`config.mk`:
```
export PLATFORM = sky130hd
export DESIGN_NAME = ram_wr_queue
export DESIGN_NICKNAME = d
export VERILOG_FILES = /design/src/rtl/ram_wr_queue.sv
export SDC_FILE = /design/constraint.sdc
export NUM_CORES = 1
export LEC_CHECK = 0
export CAP_MARGIN = 10
export CORE_ASPECT_RATIO = 0.8
export CORE_UTILIZATION = 60
export DETAILED_ROUTE_END_ITERATION = 8
export DONT_BUFFER_PORTS = 1
export PLACE_DENSITY = 0.74
export SYNTH_ARGS = -nofsm -noshare
export SYNTH_HDL_FRONTEND = slang
export SYNTH_SLANG_ARGS = --single-unit
```
`constraint.sdc`:
```
create_clock -name clk -period 8.4 [get_ports clk]
set_clock_uncertainty 0.1 [all_clocks]
set_input_delay 2.52 -clock clk [delete_from_list [all_inputs] [get_ports clk]]
set_output_delay 2.52 -clock clk [all_outputs]
set_load 0.01 [all_outputs]
```
`src/rtl/ram_wr_queue.sv`:
```
// ram_wr_queue: write-side front end for the 32R1W replicated RAM.
// Two valid/ready producers are arbitrated round-robin into a DEPTH-entry
// FIFO. The FIFO drains at most one entry per clock into a registered write
// port (w_addr_1 / w_din_1 / w_enb_1), so every replicated block sees one
// clean write per cycle.
// Optional build macro WRQ_LEVEL_EN adds q_level (current occupancy) and
// q_hwm (sticky high-water mark since reset).
module ram_wr_queue #(
    parameter int BLOCKSIZE = 10,
    parameter int DEPTH     = 8,
    parameter int PTRW      = 3
) (
    input  logic                 clk,
    input  logic                 rst,
    input  logic                 p0_valid,
    input  logic [BLOCKSIZE:0]   p0_addr,
    input  logic [31:0]          p0_data,
    output logic                 p0_ready,
    input  logic                 p1_valid,
    input  logic [BLOCKSIZE:0]   p1_addr,
    input  logic [31:0]          p1_data,
    output logic                 p1_ready,
    input  logic                 w_hold,
    output logic [BLOCKSIZE:0]   w_addr_1,
    output logic [31:0]          w_din_1,
    output logic                 w_enb_1,
    output logic                 q_empty,
    output logic                 q_full
`ifdef WRQ_LEVEL_EN
    ,
    output logic [PTRW:0]        q_level,
    output logic [PTRW:0]        q_hwm
`endif
);

    localparam int AW = BLOCKSIZE + 1;
    localparam int EW = AW + 32;
    localparam logic [PTRW:0]   FULL_CNT = (PTRW + 1)'(DEPTH);
    localparam logic [PTRW:0]   CNT_ONE  = (PTRW + 1)'(1);
    localparam logic [PTRW-1:0] PTR_ONE  = PTRW'(1);

    // FIFO storage: {addr, data} per entry, no reset so it maps onto RAM
    logic [EW-1:0]   mem [0:DEPTH-1];

    logic [PTRW-1:0] wr_ptr_reg;
    logic [PTRW-1:0] rd_ptr_reg;
    logic [PTRW:0]   count_reg;
    logic [PTRW:0]   count_next;
    logic            last_grant_reg;

    logic            w_enb_reg;
    logic [AW-1:0]   w_addr_reg;
    logic [31:0]     w_din_reg;

    logic            empty;
    logic            full;
    logic [1:0]      req;
    logic [1:0]      grant;
    logic [1:0]      accept;
    logic [AW-1:0]   req_addr [2];
    logic [31:0]     req_data [2];
    logic            push;
    logic            push_sel;
    logic [EW-1:0]   push_entry;
    logic            pop;
    logic [EW-1:0]   head_entry;

    // Status flags come from the registered count only, so readiness never
    // depends on a pop happening in the same cycle.
    assign empty   = (count_reg == '0);
    assign full    = (count_reg == FULL_CNT);
    assign q_empty = empty;
    assign q_full  = full;

    // Producer bundle gathered into vectors so both arbitration slices are
    // built by the same generate loop.
    assign req         = {p1_valid, p0_valid};
    assign req_addr[0] = p0_addr;
    assign req_addr[1] = p1_addr;
    assign req_data[0] = p0_data;
    assign req_data[1] = p1_data;

    generate
        for (genvar gi = 0; gi < 2; gi++) begin : g_arb
            // A requester wins if it is alone, or if the other producer
            // was the one granted most recently.
            assign grant[gi]  = req[gi] & (~req[1 - gi] | (last_grant_reg != 1'(gi)));
            assign accept[gi] = grant[gi] & ~full;
        end
    endgenerate

    assign p0_ready   = accept[0];
    assign p1_ready   = accept[1];

    // At most one grant is ever active, so producer 1's grant selects the entry
    assign push       = |accept;
    assign push_sel   = accept[1];
    assign push_entry = {req_addr[push_sel], req_data[push_sel]};

    // Drain whenever something is queued and the RAM side is not holding us
    assign pop        = ~empty & ~w_hold;
    assign head_entry = mem[rd_ptr_reg];

    // Occupancy bookkeeping; a simultaneous push and pop leaves it unchanged
    always_comb begin
        count_next = count_reg;
        case ({push, pop})
            2'b10:   count_next = count_reg + CNT_ONE;
            2'b01:   count_next = count_reg - CNT_ONE;
            default: count_next = count_reg;
        endcase
    end

    // Entry write into the queue storage
    always_ff @(posedge clk) begin
        if (push) begin
            mem[wr_ptr_reg] <= push_entry;
        end
    end

    // Pointers, count and round-robin history
    always_ff @(posedge clk or negedge rst) begin
        if (!rst) begin
            wr_ptr_reg     <= '0;
            rd_ptr_reg     <= '0;
            count_reg      <= '0;
            last_grant_reg <= 1'b1;
        end else begin
            count_reg <= count_next;
            if (push) begin
                wr_ptr_reg     <= wr_ptr_reg + PTR_ONE;
                last_grant_reg <= push_sel;
            end
            if (pop) begin
                rd_ptr_reg <= rd_ptr_reg + PTR_ONE;
            end
        end
    end

    // Registered RAM write port: one-cycle enable pulse per popped entry,
    // address/data hold their last value between writes.
    always_ff @(posedge clk or negedge rst) begin
        if (!rst) begin
            w_enb_reg  <= 1'b0;
            w_addr_reg <= '0;
            w_din_reg  <= '0;
        end else begin
            w_enb_reg <= pop;
            if (pop) begin
                w_addr_reg <= head_entry[EW-1:32];
                w_din_reg  <= head_entry[31:0];
            end
        end
    end

    assign w_enb_1  = w_enb_reg;
    assign w_addr_1 = w_addr_reg;
    assign w_din_1  = w_din_reg;

`ifdef WRQ_LEVEL_EN
    logic [PTRW:0] hwm_reg;

    // Sticky high-water mark; tracks count_next so it never lags q_level
    always_ff @(posedge clk or negedge rst) begin
        if (!rst) begin
            hwm_reg <= '0;
        end else if (count_next > hwm_reg) begin
            hwm_reg <= count_next;
        end
    end

    assign q_level = count_reg;
    assign q_hwm   = hwm_reg;
`endif

endmodule

```
==> summary.md, run 1 <==
| Metric | Value |
|---|---|
| Dpl cells | 1,270 |
| Post-Syn Area | 16,000 um^2 |
| WP data arrival | 3.40 ns |
| Area of the core | 26,300 um^2 |
| Largest net degree at the start of global routing | 65 |
| Layout cells sized above 1 | 0.128 |
| CTS tree | done |
| Syn. warnings | 0 |
| Max Slew Vio Count | 0 |
| Hold_sp | last_grant_reg |
| Final worst-path cycle share | 0.717 |
| Post-Syn Area per Cell | 16.8 um^2 |
| Leak Pwr | 6.58 nW |
| Routed Antenna Nets | 0 |
| GPL Wtd Cong | 0.735 |
| Synth cell types | 36 |
| R2r worst-path depth | 8 |
| Slew headroom | 0.236 |
| Setup TNS | 0 ns |
| Cts hold-fix bufs | 0 |
| Initial core utilization | 0.609 |
| DR vias | 7,979 |
| CP endpoint kind | output port |
| DIE AREA | 27,300 um^2 |
| Hpwl dp | 15.5 mm |
| Crit path kind | input pin to output port |
| Nets@finish | 1,050 |
| Syn Inst Count | between 900 and 1,000 |
| Post-Route WL | 30.2 mm |
| R2R Setup Slk | 3.78 ns |
| Sw Pwr | 2.09 mW |
| Max Fclk | around 0.17 GHz |
| Setup violators final | 0 |
| Core Rows | 53 |
| Gr usage total | 0.227 |
| Max Cap Violations | 0 |
| First-pass GRT wire length | 45.7 mm |
| Placed Area | 16,300 um^2 |
| P&R area growth vs syn | 9.70% |
| Syn_nets | 1,048 |
| R2r endpoint | count_reg[3] |
| Root buffer cell | clkbuf_16 |
| Total Power | 6.49 mW |
| Logic gate share of total power | 0.270 |
| Residual DRC | 0 |
| Seq pwr share | 0.476 |
| Worst r2r src | count_reg[0] |
| Die width | around 180 um |
| Drt first pass iters | 5 |
| Clock slew at reported path FFs | 0.06 ns |
| Worst-path maximum fanout | 44 |
| CTS buffer count | 38 |
| Clk buf depth | 3 |
| Hold Path End | last_grant_reg |
| Critical Path RT | 5.78 ns |
| CTS Sinks | ~400 |
| Hold Vio Cnt, Final | 0 |
| Ant. Diodes | 0 |
| Die height | 148 um |
| Worst hold path type | register to register |
| Post-route cell area | 17,600 um^2 |
| Hold Path Depth | 2 |
| Clk pwr share | 0.254 |
| Post-synth ARST share | 0.138 |
| Seq/Total Area, Yosys | 0.732 |
| Setup Fix Bufs, Post-CTS | 0 |
| Cell Int Power | ~4.4 mW |
| Top_reg_cell synth | edfxtp_1 |
| Antenna violations before repair | 0 |
| Worst slew pin tran | 1.15 ns |
| RSZ-0062 raised after global routing | no |
| Startpoint types | input pin |
| Ports | 139 |
| Most flop-heavy register | mem |
| I/O Buffers | 0 |
| Final min period | approximately 6.0 ns |
| Skew-Pair Late Insertion Delay | 0.53 ns |
| Post-synth EDFFs | between 300 and 400 |
| Grt ovf | 0 |
| CP Launch Point | p1_valid |
| Max reg flops | 344 |
| Initial drt markers | between 500 and 600 |
| Max H-tree Level | 2 |
| Post-route insts no fill | between 1,000 and 1,500 |
| Pwr dens | around 370 nW/um^2 |
| Register area | around 12,000 um^2 |
| Post-CTS sizing | 0 |
| Status | finished clean |
| Vias in the first global route | 7,914 |
| Vias per inst | around 6.0 |
| Wire length per cell | approximately 23 um |
| Max VDD drop | 0.222 mV |
| Sw Share | 0.322 |
| Post-layout util | 0.668 |
| Layout fillers | 1,782 |
| Seq cells post-synth | 399 |
| Multi-input combinational cell area | 4040 um^2 |
-- power groups by stage --
| stage | combinational [mW] | sequential, mW | clock, mW |
|---|---|---|---|
| floorplan | 1.36 | 3.01 | 0 |
| global placement | 1.72 | 3.11 | 0 |
| detailed placement | 1.77 | 3.12 | 0 |
| CTS | 1.77 | 3.09 | 1.68 |
| global route | 1.91 | 3.13 | 1.76 |
| finish | 1.75 | 3.09 | 1.65 |
-- cell usage in the layout (no fill, tap or decap), types with 2 or more instances in the layout --
| cell type | n |
|---|---|
| nand3_1 | 43 |
| clkinv_2 | 3 |
| mux2_1 | 4 |
| xor2_1 | 2 |
| clkbuf_8 | 5 |
| nor3_2 | 2 |
| dfrtp_1 | 53 |
| clkbuf_1 | 11 |
| mux2i_1 | 173 |
| edfxtp_1 | 344 |
| o21ai_0 | 4 |
| nor2_4 | 7 |
| buf_4 | 14 |
| clkbuf_16 | 41 |
| inv_2 | 2 |
| nor2_1 | 2 |
| or3_1 | 2 |
| ha_1 | 5 |
| clkinv_1 | 7 |
| nand2b_1 | 3 |
| inv_1 | 7 |
| nor2b_4 | 2 |
| a22oi_1 | 86 |
| nor4_1 | 2 |
| xnor2_1 | 4 |
| nand2_1 | 98 |
| mux2_4 | 40 |
-- area by class of cell --
type	count	share of cell area
clock buffer	57	0.0647
timing repair buffer	14	0.00599
clock inverter	12	0.00456
multi-input combinational	491	0.230
inverter	9	0.00192
tap	357	0.0254
sequential	399	0.667
-- cell usage after synthesis (all sizes together) (3+ instances only) --
library cell / n / area (um^2)
buf: 32 / 223
o21ai: 4 / 20.0
nand2b: 3 / 18.8
clkbuf: 20 / 75.1
edfxtp: 344 / 10300
mux2: 44 / 646
inv: 9 / 33.8
mux2i: 173 / 1730
nand3: 43 / 215
dfrtp: 54 / 1350
xnor2: 4 / 35.0
ha: 5 / 62.6
nand2: 99 / 388
nor3: 3 / 15.0
nor2: 10 / 40.0
a22oi: 86 / 646
-- metrics by stage --
stage	hold WS, ns	worst slack (ns)
after floorplan	0.369	1.93
after global placement	0.386	2.40
after detailed placement	0.401	2.25
after CTS	0.401	2.37
after global routing	0.410	2.32
final	0.401	2.38
-- metal layers --
metal / GRT usage / part of all wire / vias up
li1: - / - / 3668
met1: 0.311 / 0.44 / 4051
met2: 0.385 / 0.50 / 225
met3: 0.0311 / 0.046 / 35
met4: 0.0600 / 0.013 / 0
met5: 0 / 0 / -
-- cell families (layout without fill, tap and decap cells) --
group / Yosys count / count (layout) / share of synthesized area
xor gates and xnor gates: 6 / 6 / 0.00328
DFF: 399 / 399 / 0.732
AOI/OAI and AO/OA: 93 / 93 / 0.0432
muxes: 217 / 217 / 0.149
buffers and inverters: 61 / 92 / 0.0207
and+or+nand+nor: 169 / 169 / 0.0473
adders and majority gates: 6 / 6 / 0.00516
-- worst max-delay path by stage --
stage / to / slack, ns / cells past startpoint
final: p1_ready / 2.38 / 3
after global routing: p1_ready / 2.32 / 3
after CTS: p1_ready / 2.37 / 3
after detailed placement: count_reg[3] / 2.25 / 7
after global placement: p1_ready / 2.40 / 3
after floorplan: mem[0][0] / 1.93 / 3
-- worst max-delay path, stage by stage --
cell and delay, ns:
a21boi_2 0.27, nand2_8 0.34, inv_1 0.22
(Power assumes the default switching activity.)
==> run 2, diff against run 1 <==
CORE_UTILIZATION = 57   (was 60)
PLACE_DENSITY = 0.73   (was 0.74)
clock period = 4.85 ns   (was 8.4 ns; I/O delays follow)
==> run 2 against run 1 <==
Die area is 5.2% higher. Final cell count up 0.82%. Design area rose by 0.73%. Clock power increased by 76%. Sequential power is 70% higher. Routed wire length increased by 3.1%. Utilization is 2.4 points lower. Worst setup slack got worse by 1.2 ns. Global-route usage shrank 0.85 points.
==> summary.md, run 2 (synthesis results as in run 1) <==
| Metric | Value |
|---|---|
| Sw Share | 0.322 |
| Startpoint types | input pin |
| Max Slew Vio Count | 0 |
| Status | finished clean |
| Leak Pwr | 6.61 nW |
| Ant. Diodes | 0 |
| DIE AREA | 28,700 um^2 |
| Commonest cells after routing, fill and taps aside | 344 x edfxtp_1, 173 x mux2i_1, 98 x nand2_1 |
| Vias per inst | 5.99 |
| Nets@finish | 1,054 |
| First-pass GRT wire length | 47.4 mm |
| Crit path cell chain | a21boi_2 > nand2_8 > inv_1 |
| Logic gate share of total power | 0.284 |
| Ports | 139 |
| Cts hold-fix bufs | 0 |
| Worst slew pin tran | about 1.1 ns |
| Initial core utilization | 0.583 |
| I/O Buffers | 0 |
| Clk buf depth | 3 |
| CP delay by family, top | compound AO/OA/AOI/OAI gates |
| Initial drt markers | 583 |
| DR vias | 8,080 |
| Post-route insts no fill | 1,350 |
| Clock slew at reported path FFs | 0.06 ns |
| Setup Fix Bufs, Post-CTS | 0 |
| Worst hold path type | register to register |
| Post-CTS sizing | 0 |
| Seq pwr share | 0.461 |
| Max Fclk | between 0.2 and 0.3 GHz |
| Grt ovf | 0 |
| Die width | 189 um |
| CP max stage delay | 0.27 ns |
| Routed Antenna Nets | 0 |
| Post-Route WL | 31.2 mm |
| Core Rows | 54 |
| Crit path kind | input pin to output port |
| Critical Path RT | 3.29 ns |
| Wire length per cell | 23.1 um |
| CTS tree | done |
| Setup TNS | 0 ns |
| Slew headroom | 0.236 |
| Max H-tree Level | 2 |
| Layout cells sized above 1 | 0.130 |
| Most flop-heavy register | mem |
| CTS buffer count | 38 |
| RSZ-0062 raised after global routing | no |
| Setup violators final | 0 |
| Layout fillers | ~1,900 |
| Drt first pass iters | 5 |
| Gr usage total | 0.218 |
| Root buffer cell | clkbuf_16 |
| Sw Pwr | 3.65 mW |
| Vias in the first global route | 8,037 |
| Die height | roughly 150 um |
| Hold Vio Cnt, Final | 0 |
| Cell Int Power | a little under 8 mW |
| GPL Wtd Cong | 0.739 |
| Antenna violations before repair | 0 |
| P&R area growth vs syn | 10.5% |
| Skew-Pair Late Insertion Delay | 0.51 ns |
| Worst Path Buf+Inv | 1 |
| Area of the core | 27,400 um^2 |
| Max reg flops | 344 |
| Slowest CP cell | a21boi_2 |
| Clk pwr share | 0.255 |
| Worst-path maximum fanout | 17 |
| Dpl cells | roughly 1,300 |
| WP data arrival | roughly 2.1 ns |
| Most common cell after layout, fill and taps aside | edfxtp_1 |
| CTS Sinks | 399 |
| Final min period | about 3.6 ns |
| Final worst-path cycle share | 0.751 |
| Residual DRC | 0 |
| Hpwl dp | 17.0 mm |
| Total Power | 11.4 mW |
| CP endpoint kind | output port |
| Pwr dens | 642 nW/um^2 |
| Largest net degree at the start of global routing | 97 |
| Max VDD drop | approximately 0.34 mV |
| Max Cap Violations | 0 |
-- run 2: cell count changes in the layout (fill, tap and decap cells not counted), moves of 2 or more --
cell / delta
buf_12: +6
buf_4: -2
bufinv_16: +2
clkbuf_1: +6
clkbuf_16: -2
clkinv_1: -4
clkinv_2: -2
nor3_2: -2
nor3_4: +2
-- run 2: worst paths after layout --
path	start	endpoint	slack, ns	depth (start not counted)
setup / recovery	p1_valid	p1_ready	1.21	3
hold / removal	last_grant_reg	last_grant_reg	0.41	2
setup reg to reg	count_reg[0]	count_reg[3]	1.36	9
hold reg to reg	last_grant_reg	last_grant_reg	0.41	2
max in group asynchronous	rst	last_grant_reg	3.93	0
min in group asynchronous	rst	w_din_1[15]	0.53	0
-- run 2: power groups by stage --
stage | Sequential, mW | Clock, mW | Combinational [mW]
after floorplan | 5.22 | 0 | 2.36
after CTS | 5.25 | 2.93 | 3.25
after detailed placement | 5.31 | 0 | 3.23
after global routing | 5.31 | 3.06 | 3.51
final | 5.24 | 2.90 | 3.22
after global placement | 5.27 | 0 | 3.17
-- run 2: stage by stage --
step | hold WS (ns) | setup slack (ns) | area (um^2) | utilization
after floorplan | 0.369 | 0.596 | 16000 | -
after global placement | 0.386 | 1.20 | 16500 | 0.600
after detailed placement | 0.396 | 1.17 | 16500 | 0.600
after CTS | 0.407 | 1.19 | 17700 | 0.644
after global routing | 0.430 | 1.02 | 17700 | 0.644
final | 0.409 | 1.21 | 17700 | 0.644
-- run 2: metal layers --
layer,vias up,track usage,part of all wire
met5,-,0,0
met4,0,0.0438,0.011
met3,33,0.0351,0.056
met2,250,0.352,0.48
met1,4124,0.318,0.46
li1,3673,-,-
-- run 2: layout make-up --
class                      instances  area (um^2)  share of cell area
sequential                       399        11700               0.662
multi-input combinational        491         4050               0.229
clock buffer                      60         1090              0.0619
tap                              364          455              0.0258
timing repair buffer              18          210              0.0119
clock inverter                     9          123             0.00694
inverter                           9         33.8             0.00191
-- run 2: worst min-delay path, stage by stage (launching register included) --
cell and delay [ns]:
dfstp_2 0.38, nand2_1 0.05, o21ai_0 0.07
